## config.mk

```make
export PLATFORM = sky130hd
export DESIGN_NAME = hazard_ctrl
export DESIGN_NICKNAME = d
export VERILOG_FILES = /design/src/rtl/rv32i_pkg.sv /design/src/rtl/hazard_decode.sv /design/src/rtl/hazard_ctrl.sv
export SDC_FILE = /design/constraint.sdc
export NUM_CORES = 1
export LEC_CHECK = 0
export CAP_MARGIN = 25
export CORE_ASPECT_RATIO = 1.2
export CORE_MARGIN = 1.5
export CORE_UTILIZATION = 44
export DETAILED_ROUTE_END_ITERATION = 7
export PLACE_DENSITY = 0.89
export REMOVE_ABC_BUFFERS = 1
export SLEW_MARGIN = 5
export SYNTH_ARGS = -nofsm -noshare
export SYNTH_HDL_FRONTEND = slang
export SYNTH_SLANG_ARGS = --single-unit
```

## constraint.sdc

```tcl
create_clock -name clk -period 2.83 [get_ports clk]
set_input_delay 0.566 -clock clk [delete_from_list [all_inputs] [get_ports clk]]
set_output_delay 0.566 -clock clk [all_outputs]
set_load 0.01 [all_outputs]
```

## src/rtl/rv32i_pkg.sv

```systemverilog
// rtl/rv32i_pkg.sv - RV32I opcode constants, NOP encoding and hazard FSM state type
package rv32i_pkg;

    localparam logic [4:0] OP_LOAD   = 5'b00000;
    localparam logic [4:0] OP_STORE  = 5'b01000;
    localparam logic [4:0] OP_BRANCH = 5'b11000;
    localparam logic [4:0] OP_JAL    = 5'b11011;
    localparam logic [4:0] OP_JALR   = 5'b11001;
    localparam logic [4:0] OP_LUI    = 5'b01101;
    localparam logic [4:0] OP_AUIPC  = 5'b00101;
    localparam logic [4:0] OP_R      = 5'b01100;
    localparam logic [4:0] OP_I      = 5'b00100;

    localparam logic [31:0] NOP = 32'h0000_0013;

    typedef enum logic [1:0] {
        ST_RUN   = 2'd0,
        ST_DWAIT = 2'd1,
        ST_IWAIT = 2'd2
    } hz_state_e;

    function automatic logic uses_rs1(input logic [4:0] op);
        return !(op == OP_LUI || op == OP_AUIPC || op == OP_JAL);
    endfunction

    function automatic logic uses_rs2(input logic [4:0] op);
        return (op == OP_R || op == OP_STORE || op == OP_BRANCH);
    endfunction

endpackage

```

## src/rtl/hazard_decode.sv

```systemverilog
// rtl/hazard_decode.sv - combinational load-use detection between ID and EX
module hazard_decode
    import rv32i_pkg::*;
(
    input  logic [31:0] instr_id,
    input  logic [31:0] instr_ex,
    output logic        load_use
);

    logic [4:0] op_id;
    logic [4:0] op_ex;
    logic [4:0] rd_ex;
    logic [4:0] rs1_id;
    logic [4:0] rs2_id;
    logic       rs1_hit;
    logic       rs2_hit;
    logic       unused_bits;

    assign op_id  = instr_id[6:2];
    assign op_ex  = instr_ex[6:2];
    assign rd_ex  = instr_ex[11:7];
    assign rs1_id = instr_id[19:15];
    assign rs2_id = instr_id[24:20];

    // Only compare register fields the ID opcode actually reads; immediate bits may alias rd_ex.
    assign rs1_hit = uses_rs1(op_id) && (rs1_id == rd_ex);
    assign rs2_hit = uses_rs2(op_id) && (rs2_id == rd_ex);

    assign load_use = (op_ex == OP_LOAD) && (rd_ex != 5'd0) && (rs1_hit || rs2_hit);

    assign unused_bits = ^{instr_id[31:25], instr_id[14:7], instr_id[1:0],
                           instr_ex[31:12], instr_ex[1:0]};

endmodule

```

## src/rtl/hazard_ctrl.sv

```systemverilog
// rtl/hazard_ctrl.sv - pipeline stall/flush sequencing with memory-wait FSM and perf counters
module hazard_ctrl
    import rv32i_pkg::*;
#(
    parameter int CNT_W = 32
) (
    input  logic             clk,
    input  logic             rst,
    input  logic [31:0]      instr_id,
    input  logic [31:0]      instr_ex,
    input  logic             brtaken_ex,
    input  logic             dmem_req,
    input  logic             dmem_ready,
    input  logic             imem_ready,
    output logic             stall_pc,
    output logic             stall_if_id,
    output logic             stall_id_ex,
    output logic             stall_ex_mem,
    output logic             flush_if_id,
    output logic             flush_id_ex,
    output logic [1:0]       state,
    output logic [CNT_W-1:0] stall_cnt,
    output logic [CNT_W-1:0] flush_cnt
);

    hz_state_e        state_q, state_d;
    logic [CNT_W-1:0] stall_cnt_q, flush_cnt_q;
    logic             load_use;
    logic             dfreeze;
    logic             redirect;

    hazard_decode u_decode (
        .instr_id (instr_id),
        .instr_ex (instr_ex),
        .load_use (load_use)
    );

    assign dfreeze  = dmem_req && !dmem_ready;
    assign redirect = !rst && !dfreeze && brtaken_ex;

    // Control outputs depend only on inputs; the state register only tracks which wait is pending.
    always_comb begin
        stall_pc     = 1'b0;
        stall_if_id  = 1'b0;
        stall_id_ex  = 1'b0;
        stall_ex_mem = 1'b0;
        flush_if_id  = 1'b0;
        flush_id_ex  = 1'b0;
        if (rst) begin
            flush_if_id = 1'b1;
            flush_id_ex = 1'b1;
        end else if (dfreeze) begin
            stall_pc     = 1'b1;
            stall_if_id  = 1'b1;
            stall_id_ex  = 1'b1;
            stall_ex_mem = 1'b1;
        end else if (brtaken_ex) begin
            flush_if_id = 1'b1;
            flush_id_ex = 1'b1;
        end else if (load_use) begin
            stall_pc    = 1'b1;
            stall_if_id = 1'b1;
            flush_id_ex = 1'b1;
        end else if (!imem_ready) begin
            stall_pc    = 1'b1;
            flush_if_id = 1'b1;
        end
    end

    always_comb begin
        state_d = state_q;
        case (state_q)
            ST_RUN: begin
                if (dfreeze)
                    state_d = ST_DWAIT;
                else if (!brtaken_ex && !load_use && !imem_ready)
                    state_d = ST_IWAIT;
            end
            ST_DWAIT: begin
                if (dmem_ready)
                    state_d = ST_RUN;
            end
            ST_IWAIT: begin
                if (dfreeze)
                    state_d = ST_DWAIT;
                else if (imem_ready)
                    state_d = ST_RUN;
            end
            default: state_d = ST_RUN;
        endcase
    end

    always_ff @(posedge clk) begin
        if (rst) begin
            state_q     <= ST_RUN;
            stall_cnt_q <= '0;
            flush_cnt_q <= '0;
        end else begin
            state_q <= state_d;
            if (stall_pc)
                stall_cnt_q <= stall_cnt_q + 1'b1;
            if (redirect)
                flush_cnt_q <= flush_cnt_q + 1'b1;
        end
    end

    assign state     = state_q;
    assign stall_cnt = stall_cnt_q;
    assign flush_cnt = flush_cnt_q;

endmodule
```

Word-level counts from Yosys, hierarchy flattened
Cells that the tools add are included.
{"block": "totals", "regBits": 66, "inputBits": 70, "output_inout_bits": 72, "word_cells": 67}
{"block": "classes", "add_sub_neg": 2, "eq_ne": 13, "mux": 24, "reduce_logical": 25}
{"op": "32-bit by 1-bit adder with 32-bit output, second input constant", "count": 2}
{"op": "1-bit two-way mux", "count": 18}
{"op": "5-bit by 4-bit equality test with 1-bit output, second input constant", "count": 3}
{"op": "5-bit equality test", "count": 2}
{"op": "5-bit equality test, second input constant", "count": 2}
{"op": "2-bit two-way mux", "count": 5}
{"op": "1-bit logical AND", "count": 9}
{"op": "1-bit logical NOT", "count": 7}
{"op": "3-bit inequality test, second input constant", "count": 2}
{"op": "2-bit one-hot mux with 3 select lines", "count": 1}
{"op": "5-bit by 3-bit equality test with 1-bit output, second input constant", "count": 1}
{"op": "5-bit logical NOT", "count": 1}
{"op": "1-bit logical OR", "count": 5}
{"op": "5-bit nonzero test", "count": 1}
{"op": "3-bit AND reduction", "count": 1}
{"op": "2-bit by 1-bit equality test with 1-bit output, second input constant", "count": 1}
{"op": "2-bit equality test, second input constant", "count": 1}
{"op": "2-bit logical NOT", "count": 1}
{"op": "2-bit inequality test, second input constant", "count": 1}

Depth between registers and ports, before layout
Gate-level depths: netlist of the first run.
{"block": "logic_depth", "depth_word": 13, "mapped_depth": 8, "ltp_nobuf": 7}

Modules after synthesis
From an unflattened synthesis of the first run, not the netlist that was laid out.
{"block": "hier_totals", "cells_unflattened": 386, "hier_area_um2": 3275.6}
{"module": "hazard_ctrl", "instances": 1, "cells_per_inst": 363, "area_per_inst_um2": 3098.0, "seq_area_each_um2": 1321.3}
{"module": "hazard_decode", "instances": 1, "cells_per_inst": 23, "area_per_inst_um2": 177.7, "seq_area_each_um2": 0.0}

Least setup slack after synthesis of the first run
OpenSTA, ideal clock, no wires.
{"block": "synth_path", "path_type": "in2out", "startpoint": "in instr_id[4]", "endpoint": "out stall_pc", "arrival_time_ps": 2200, "required_ps": 2264, "slack_ps": 64, "path_stages": 7, "n_path_buf": 2, "path_cell_list": "a211oi_2 -> nand4_1 -> or4_4 -> a221o_1 -> buf_6 -> buf_2 -> a21oi_1"}
{"block": "synth_between", "elab_chain_len": 11, "word_cells_on_any_way": 19, "classes_between": "eq/ne: 6; mux: 4; reduce/logical: 9"}
{"element": "start: declaration", "line": "hazard_ctrl.sv:9", "rtl": "input logic [31:0] instr_id,"}
{"element": "5-bit by 4-bit equality test with 1-bit output / 5-bit by 3-bit equality test with 1-bit output (equally long branches)", "line": "rv32i_pkg.sv:23", "rtl": "return !(op == OP_LUI || op == OP_AUIPC || op == OP_JAL);"}
{"element": "1-bit logical OR (2 in a row)", "line": "rv32i_pkg.sv:23"}
{"element": "1-bit logical NOT", "line": "rv32i_pkg.sv:23"}
{"element": "1-bit logical AND", "line": "hazard_decode.sv:26", "rtl": "assign rs1_hit = uses_rs1(op_id) && (rs1_id == rd_ex);"}
{"element": "1-bit logical OR (*)", "line": "hazard_decode.sv:29", "rtl": "assign load_use = (op_ex == OP_LOAD) && (rd_ex != 5'd0) && (rs1_hit || rs2_hit);"}
{"element": "1-bit logical AND (*)", "line": "hazard_decode.sv:29"}
{"element": "1-bit two-way mux (*)", "line": "hazard_ctrl.sv:60", "rtl": "end else if (load_use) begin"}
{"element": "1-bit two-way mux (*)", "line": "hazard_ctrl.sv:57", "rtl": "end else if (brtaken_ex) begin"}
{"element": "1-bit two-way mux (*)", "line": "hazard_ctrl.sv:52", "rtl": "end else if (dfreeze) begin"}
{"element": "1-bit two-way mux (*)", "line": "hazard_ctrl.sv:49", "rtl": "if (rst) begin"}
{"element": "end: declaration", "line": "hazard_ctrl.sv:15", "rtl": "output logic stall_pc,"}
Mark *: on every way between the ends. The rest lies on a longest branch, timed or not.

Worst setup path in the final report of the first run
{"block": "layout_path", "startpoint": "in instr_id[2]", "endpoint": "out stall_pc"}
The elaborated chain is that of the path after synthesis.

==> impl_metrics.csv, run 1 <==
group,metric,value,unit
global_routing,grt_first_pass_wirelength,15.3,mm
synthesis,ys_warn_count,0,
min_path,hold_path.class,"flop to flop",
route,drtIter0Drc,221,
place,post-dp-hpwl,6.76,mm
clocking,cts_buffer_depth,2,
critical_path,critical_path_class,"input pin to output pin",
clocking,worstSkewPairLatency,360,ps
power,p_total,1.99,mW
global_routing,grt-ovfl-total,0,
sta,worst_pin_slew,587,ps
flow_run,drv_cap,0,
synthesis,synth_seq_area_share,36.6,%
finish,drive_above_1_share,16.8,%
finish,nFillCells,687,
route,routed_via_density,5.50,
synthesis,netlist-cell-type-count,44,
status,violations,"design-rule violations",
clocking,clkTransAtPathRegs,70,ps
sta,fmax,359,MHz
finish,fin_util,62.6,%
place,gp_congestion,0.799,
finish,syn_to_final_growth,39.2,%
clocking,clock-sinks,66,
clocking,ctsHoldBuffers,0,
sta,slew_violations,0,
power,leakagePower,1.85,nW
global_routing,grt_usage,21.8,%
critical_path,cp_cell_sequence,"dlygate4sd2_1, a211oi_2, nand4_1, or4_4, a221o_1, a21oi_2, buf_2",
global_routing,grt_max_degree,63,
global_routing,grt_pass1_vias,3450,
synthesis,synth_area_per_cell,8.25,um^2
route,drcViolationCount,2,
route,finalWirelength,9.48,mm
finish,fin_cells,648,
synthesis,synth_edf_count,0,
power,peakVddDrop,0.241,mV
sta,finalCritPeriodShare,98.5,%
sta,slew_headroom,60.9,%
global_routing,antenna_found_initial,1,
floorplan,die_h,102,um
clocking,cts_max_level,3,
critical_path,path_delay_family,"compound AO/OA/AOI/OAI gates",
synthesis,synth_seq_cells,66,
synthesis,ys_async_sr_fraction,0,%
sta,tns,0,ps
critical_path,crit_slowest_cell,"or4_4",
critical_path,cp.buffers_inverters,2,
critical_path,arrival,2220,ps
floorplan,std_cell_rows,36,
floorplan,die_x,85.6,um
sta,rsz0062_at_grt,"no",
critical_path,critPathLaunchType,"input pin",
critical_path,crit_fanout,3,
sta,finalHoldWorstSlack,517,ps
synthesis,synth_flop_cell,"dfxtp_1",
clocking,cts-root-buf,"clkbuf_8",
route,routedWlPerCell,14.6,um
floorplan,core-area,8020,um^2
floorplan,die_area,8750,um^2
critical_path,critical_path_required,2260,ps
floorplan,initial_utilization,45.0,%
route,vias,3567,
finish,fin_nets,619,
clocking,cts_buffers,9,
clocking,tritoncts,"yes",
synthesis,netlist_area,3610,um^2
floorplan,ioPinCount,142,
synthesis,synthesis.instances,437,
place,place_inst,629,
status,status,"finished with violations",
critical_path,worstSetupEndpointType,"output pin",
route,dr.pass1.iters,6,
route,ant_nets,0,
sta,finalSetupViolCount,0,
critical_path,slowest_delay,460,ps
sta,hold_viol_final,0,
place,io_buffer_count,102,
sta,layout_min_cycle_time,2790,ps
sta,finClkSkew,10.4,ps
power,powerDensity,397,nW/um^2
## sequential cells by signal (all words and copies together), names as in the netlist
register	flops
stall_cnt	32
flush_cnt	32
state	2
## where the power goes
group	leakage, nW	switching (mW)	internal [mW]
Combinational	1.21	0.0876	0.0815
Clock	0.105	0.387	0.493
Sequential	0.532	0.00824	0.935
## synthesized netlist by cell type, types with 12 or more instances
| cell type | number | area [um^2] |
|---|---|---|
| nor2_1 | 67 | 251 |
| dfxtp_1 | 66 | 1320 |
| a21oi_1 | 32 | 160 |
| mux2_2 | 30 | 338 |
| nor2b_1 | 29 | 181 |
| nand3_1 | 24 | 120 |
| nand2_1 | 22 | 82.6 |
| xor2_1 | 21 | 184 |
| nand4_1 | 20 | 125 |
| clkbuf_1 | 16 | 60.1 |
| o21ai_0 | 13 | 65.1 |
| xnor2_1 | 12 | 105 |
## tightest hold or removal path, cell delays in order (launching register included)
cell and delay, ps:
dfxtp_1 350, nand2_1 70, a21oi_1 60
## final timing paths
path         slack, ps  cells after the start          start            end
max                 40                      7    instr_id[2]       stall_pc
min                520                      2   flush_cnt[1]   flush_cnt[1]
max reg2reg        520                      6  flush_cnt[10]  flush_cnt[30]
min reg2reg        520                      2   flush_cnt[1]   flush_cnt[1]
## what timing repair did
| item | 4_1_cts | 5_1_grt |
|---|---|---|
| endpoints found under the setup margin | 18 | 8 |
| hold endpoints to repair | 0 | 0 |
| resized for setup | 50 | 15 |
| pin swaps | 14 | 12 |
| buffers inserted | 3 | 0 |
## stage by stage
step | area [um^2] | worst slack [ps]
3_5_place_dp | 4790 | -653
5_1_grt | 5020 | 4.62
2_1_floorplan | 3500 | -81.9
6_report | 5020 | 43.0
3_3_place_gp | 4790 | -606
4_1_cts | 5030 | 0.0162
## per-layer routing
| layer | up-vias | track usage, % | wire length [um] |
|---|---|---|---|
| li1 | 1759 | - | - |
| met2 | 125 | 39.2 | 5010 |
| met1 | 1660 | 24.0 | 3750 |
| met5 | - | 0 | 0 |
| met4 | 0 | 11.3 | 230 |
| met3 | 23 | 4.68 | 494 |
## layout by cell type (no fill, tap or decap), types with 9 or more instances in the layout
cell and count:
clkdlybuf4s50_1 77, nor2_1 66, dfxtp_1 66, a21oi_1 30, mux2_2 30, nor2b_1 29
nand3_1 24, nand2_1 22, xor2_1 21, buf_4 21, nand4_1 20, xnor2_1 12
o21ai_0 12, nor3_1 10, clkbuf_8 9
## final cells by class
type / count / area, um^2 / share of cell area (%)
antenna: 1 / 2.50 / 0.0499
clock buffer: 9 / 124 / 2.47
clock inverter: 7 / 93.8 / 1.87
inverter: 8 / 30.0 / 0.598
multi-input combinational: 338 / 2180 / 43.5
sequential: 66 / 1320 / 26.3
tap: 95 / 119 / 2.37
timing repair buffer: 124 / 1150 / 22.8
## logic make-up after synthesis
group | synth area share (%)
simple gates | 29.8
flops | 36.6
compound gates | 11.4
xor+xnor | 8.02
buf+inv | 3.82
mux | 9.65
fa+ha+maj | 0.694
Power figures use the tool's default switching activity.
==> inputs of run 2 (changes only) <==
--- a/config.mk
+++ b/config.mk
@@ -8,9 +8,11 @@
 export CAP_MARGIN = 25
 export CORE_ASPECT_RATIO = 1.2
 export CORE_MARGIN = 1.5
-export CORE_UTILIZATION = 44
+export CORE_UTILIZATION = 55
+export CTS_CLUSTER_SIZE = 20
 export DETAILED_ROUTE_END_ITERATION = 7
-export PLACE_DENSITY = 0.89
+export DONT_BUFFER_PORTS = 1
+export PLACE_DENSITY = 0.78
 export REMOVE_ABC_BUFFERS = 1
 export SLEW_MARGIN = 5
 export SYNTH_ARGS = -nofsm -noshare
==> impl_metrics.csv, run 2 (same netlist as run 1, synthesis figures left out) <==
group,metric,value,unit
status,status,"finished, final reports clean",
route,routedWlPerCell,15.3,um
global_routing,grt_pass1_vias,2953,
power,powerDensity,472,nW/um^2
route,highest_layer,"met4",
sta,rsz0062_at_grt,"no",
finish,antenna_cells,0,
sta,finalSetupViolCount,0,
critical_path,worstSetupEndpointType,"output pin",
place,gp_congestion,0.796,
finish,syn_to_final_growth,8.36,%
floorplan,die_h,91.7,um
sta,finalCritPeriodShare,97.0,%
floorplan,die_x,76.9,um
critical_path,critical_path_required,2260,ps
route,met3WireLength,607,um
floorplan,core-area,6370,um^2
clocking,ctsHoldBuffers,0,
sta,slew_headroom,64.5,%
sta,hold_viol_final,0,
flow_run,drv_cap,0,
sta,finClkSkew,9.58,ps
sta,layout_min_cycle_time,2740,ps
clocking,tritoncts,"yes",
sta,worst_pin_slew,527,ps
global_routing,antenna_found_initial,0,
route,vias,3163,
clocking,cts-root-buf,"clkbuf_8",
global_routing,grt_first_pass_wirelength,13.2,mm
place,io_buffer_count,0,
finish,fin_nets,505,
critical_path,rrSetupSlack,490,ps
global_routing,grt_max_degree,103,
power,leakagePower,1.37,nW
clocking,postCtsSetupRepairBufs,0,
global_routing,grt-ovfl-total,0,
finish,drive_above_1_share,14.6,%
finish,nFillCells,552,
critical_path,arrival,2180,ps
finish,multiInputGateArea,2150,um^2
route,finalWirelength,8.00,mm
min_path,hold_path.class,"input pin to flop",
sta,slew_violations,0,
clocking,worstSkewPairLatency,340,ps
finish,layout_common_cells,"nor2_1 (66), dfxtp_1 (66), a21oi_1 (32)",
global_routing,grt_usage,23.0,%
route,routed_via_density,6.05,
clocking,clock-sinks,66,
route,dr.pass1.iters,4,
critical_path,critical_path_class,"input pin to output pin",
clocking,clkTransAtPathRegs,70,ps
route,ant_nets,0,
sta,fmax,364,MHz
place,place_ws,-75.4,ps
floorplan,initial_utilization,56.6,%
route,met2WireLength,3.94,mm
route,m1WireLength,3.25,mm
floorplan,die_area,7050,um^2
clocking,cts_buffer_depth,2,
critical_path,critPathLaunchType,"input pin",
route,drtIter0Drc,145,
route,drcViolationCount,0,
clocking,cts_buffers,9,
finish,seqCellArea,1320,um^2
floorplan,ioPinCount,142,
floorplan,std_cell_rows,32,
place,post-dp-hpwl,5.75,mm
sta,tns,0,ps
critical_path,crit_fanout,9,
power,peakVddDrop,0.315,mV
clocking,cts_resized,0,
clocking,cts_max_level,3,
sta,finalWorstSetupSlack,85.9,ps
## run 2: power by group
part           internal [mW]  total (mW)  leakage (nW)  switching (mW)
combinational         0.0310      0.0691         0.733          0.0381
clock                  0.460       0.828         0.110           0.369
sequential             0.935       0.947         0.532          0.0123
## run 2: cell type report
| cell class | instances | area share, % |
|---|---|---|
| Clock buffer | 11 | 3.87 |
| Multi-Input combinational cell | 338 | 55.0 |
| Inverter | 8 | 0.768 |
| Clock inverter | 5 | 1.57 |
| Timing Repair Buffer | 10 | 2.24 |
| Sequential cell | 66 | 33.8 |
| Tap cell | 85 | 2.72 |
## run 2: worst paths after layout
kind	start	to	cells after the start
worst min register to register	flush_cnt[1]	flush_cnt[1]	2
worst max-delay path	instr_id[4]	stall_pc	6
worst max register to register	flush_cnt[10]	flush_cnt[28]	6
worst min-delay path	dmem_ready	state[0]	1
## run 2: per-stage QoR
stage	instance area [um^2]	cells	hold slack (ps)	total power [mW]	util (%)
5_1_grt	3910	523	283	1.91	61.4
3_5_place_dp	3690	507	525	1.04	58.0
2_1_floorplan	3500	412	498	1.02	-
4_1_cts	3910	523	283	1.86	61.4
3_3_place_gp	3690	507	516	1.03	58.0
6_report	3910	523	301	1.84	61.4
## run 2: per-layer routing
| layer | track usage, % | vias to the layer above |
|---|---|---|
| met5 | 0 | - |
| met4 | 12.7 | 0 |
| li1 | - | 1532 |
| met1 | 24.9 | 1496 |
| met3 | 6.87 | 18 |
| met2 | 39.9 | 117 |
## run 2: worst max-delay path, stage by stage
cell and delay [ps]:
a211oi_2 200, nand4_1 140, or4_4 430, a221o_1 490, a21oi_1 210, buf_4 140
==> inputs of run 3 (changes only) <==
--- a/config.mk
+++ b/config.mk
@@ -12,7 +12,7 @@
 export CTS_CLUSTER_SIZE = 20
 export DETAILED_ROUTE_END_ITERATION = 7
 export DONT_BUFFER_PORTS = 1
-export PLACE_DENSITY = 0.78
+export PLACE_DENSITY = 0.7
 export REMOVE_ABC_BUFFERS = 1
 export SLEW_MARGIN = 5
 export SYNTH_ARGS = -nofsm -noshare
==> impl_metrics.csv, run 3 (same netlist as run 1, synthesis figures left out) <==
group,metric,value,unit
status,status,"finished, final reports clean",
clocking,postCtsSetupRepairBufs,0,
critical_path,rr_worst_depth,6,
critical_path,arrival,2150,ps
clocking,tritoncts,"yes",
critical_path,slowest_delay,430,ps
finish,nFillCells,557,
sta,rsz0062_at_grt,"no",
sta,fmax,368,MHz
finish,syn_to_final_growth,10.7,%
critical_path,path_delay_family,"compound AO/OA/AOI/OAI gates",
floorplan,die_area,7050,um^2
finish,drive_above_1_share,14.8,%
sta,layout_min_cycle_time,2710,ps
clocking,cts_max_level,3,
sta,slew_violations,0,
critical_path,cp_cell_sequence,"a211oi_2, nand4_1, or4_4, a221o_1, buf_12, a21oi_1",
power,peakVddDrop,0.343,mV
critical_path,critical_path_class,"input pin to output pin",
power,leakagePower,1.41,nW
critical_path,critical_path_required,2260,ps
sta,worst_pin_slew,535,ps
clocking,cts-root-buf,"clkbuf_8",
route,routed_via_density,5.82,
floorplan,die_h,91.7,um
sta,finClkSkew,13.6,ps
finish,layout_common_cells,"nor2_1 (66), dfxtp_1 (66), a21oi_1 (32)",
floorplan,die_x,76.9,um
floorplan,ioPinCount,142,
min_path,whs_path_depth,1,
sta,finalWorstSetupSlack,115,ps
critical_path,crit_fanout,22,
route,finalWirelength,7.93,mm
global_routing,grt_first_pass_wirelength,13.6,mm
place,io_buffer_count,0,
critical_path,critPathLaunchType,"input pin",
clocking,clock-sinks,66,
route,drcViolationCount,0,
clocking,cts_buffers,9,
sta,finalSetupViolCount,0,
clocking,ctsHoldBuffers,0,
critical_path,cp.buffers_inverters,1,
global_routing,grt_max_degree,103,
finish,antenna_cells,0,
place,place_ws,-83.1,ps
sta,tns,0,ps
route,vias,3048,
critical_path,path_depth,6,
clocking,clkTransAtPathRegs,70,ps
place,gp_congestion,0.809,
global_routing,grt_usage,23.6,%
route,ant_nets,0,
sta,finalCritPeriodShare,95.9,%
floorplan,core-area,6370,um^2
clocking,cts_buffer_depth,2,
global_routing,grt-ovfl-total,0,
critical_path,worstSetupEndpointType,"output pin",
floorplan,std_cell_rows,32,
clocking,worstSkewPairLatency,340,ps
finish,fin_nets,506,
sta,hold_viol_final,0,
route,dr.pass1.iters,5,
min_path,hold_path.class,"input pin to flop",
sta,slew_headroom,63.4,%
route,drtIter0Drc,121,
critical_path,crit_slowest_cell,"or4_4",
global_routing,grt_pass1_vias,3092,
clocking,cts_resized,0,
route,routedWlPerCell,15.1,um
place,post-dp-hpwl,5.50,mm
power,powerDensity,538,nW/um^2
global_routing,antenna_found_initial,0,
floorplan,initial_utilization,56.6,%
flow_run,drv_cap,0,
[run 3: changes by cell type in the layout (fill, tap and decap cells not counted), sizes merged]
cell and delta:
buf +1, bufinv +4, clkbuf -2, clkinv -3, clkinvlp +2, inv -1
[run 3: area by class of cell]
| class | instances | area [um^2] | share of cell area (%) |
|---|---|---|---|
| Multi-Input combinational cell | 338 | 2150 | 53.9 |
| Tap cell | 85 | 106 | 2.66 |
| Sequential cell | 66 | 1320 | 33.1 |
| Inverter | 8 | 30.0 | 0.752 |
| Timing Repair Buffer | 11 | 95.1 | 2.38 |
| Clock inverter | 7 | 165 | 4.14 |
| Clock buffer | 9 | 124 | 3.10 |
[run 3: final timing paths]
path,startpoint,end,slack [ps]
min reg2reg,flush_cnt[1],flush_cnt[1],540
max,instr_id[4],stall_pc,120
min,dmem_ready,state[0],290
max reg2reg,stall_cnt[7],stall_cnt[30],410
[run 3: metrics by stage]
stage	power, mW	hold WS (ps)	util (%)	cell area (um^2)	std cells
2_1_floorplan	1.02	498	-	3500	412
3_3_place_gp	1.04	523	58.2	3700	508
3_5_place_dp	1.04	535	58.2	3700	508
4_1_cts	2.17	276	62.7	3990	524
5_1_grt	2.22	274	62.7	3990	524
6_report	2.15	294	62.7	3990	524
[run 3: routing by layer]
layer / vias to the layer above / global-route usage, % / wire (um)
li1: 1534 / - / -
met1: 1417 / 26.5 / 3350
met2: 91 / 41.3 / 3970
met3: 6 / 6.57 / 524
met4: 0 / 10.5 / 78
met5: - / 0 / 0
[run 3: report_power, final]
group	switching (mW)	total (mW)	internal, mW
clock	0.367	1.13	0.763
combinational	0.0382	0.0696	0.0314
sequential	0.0122	0.947	0.935
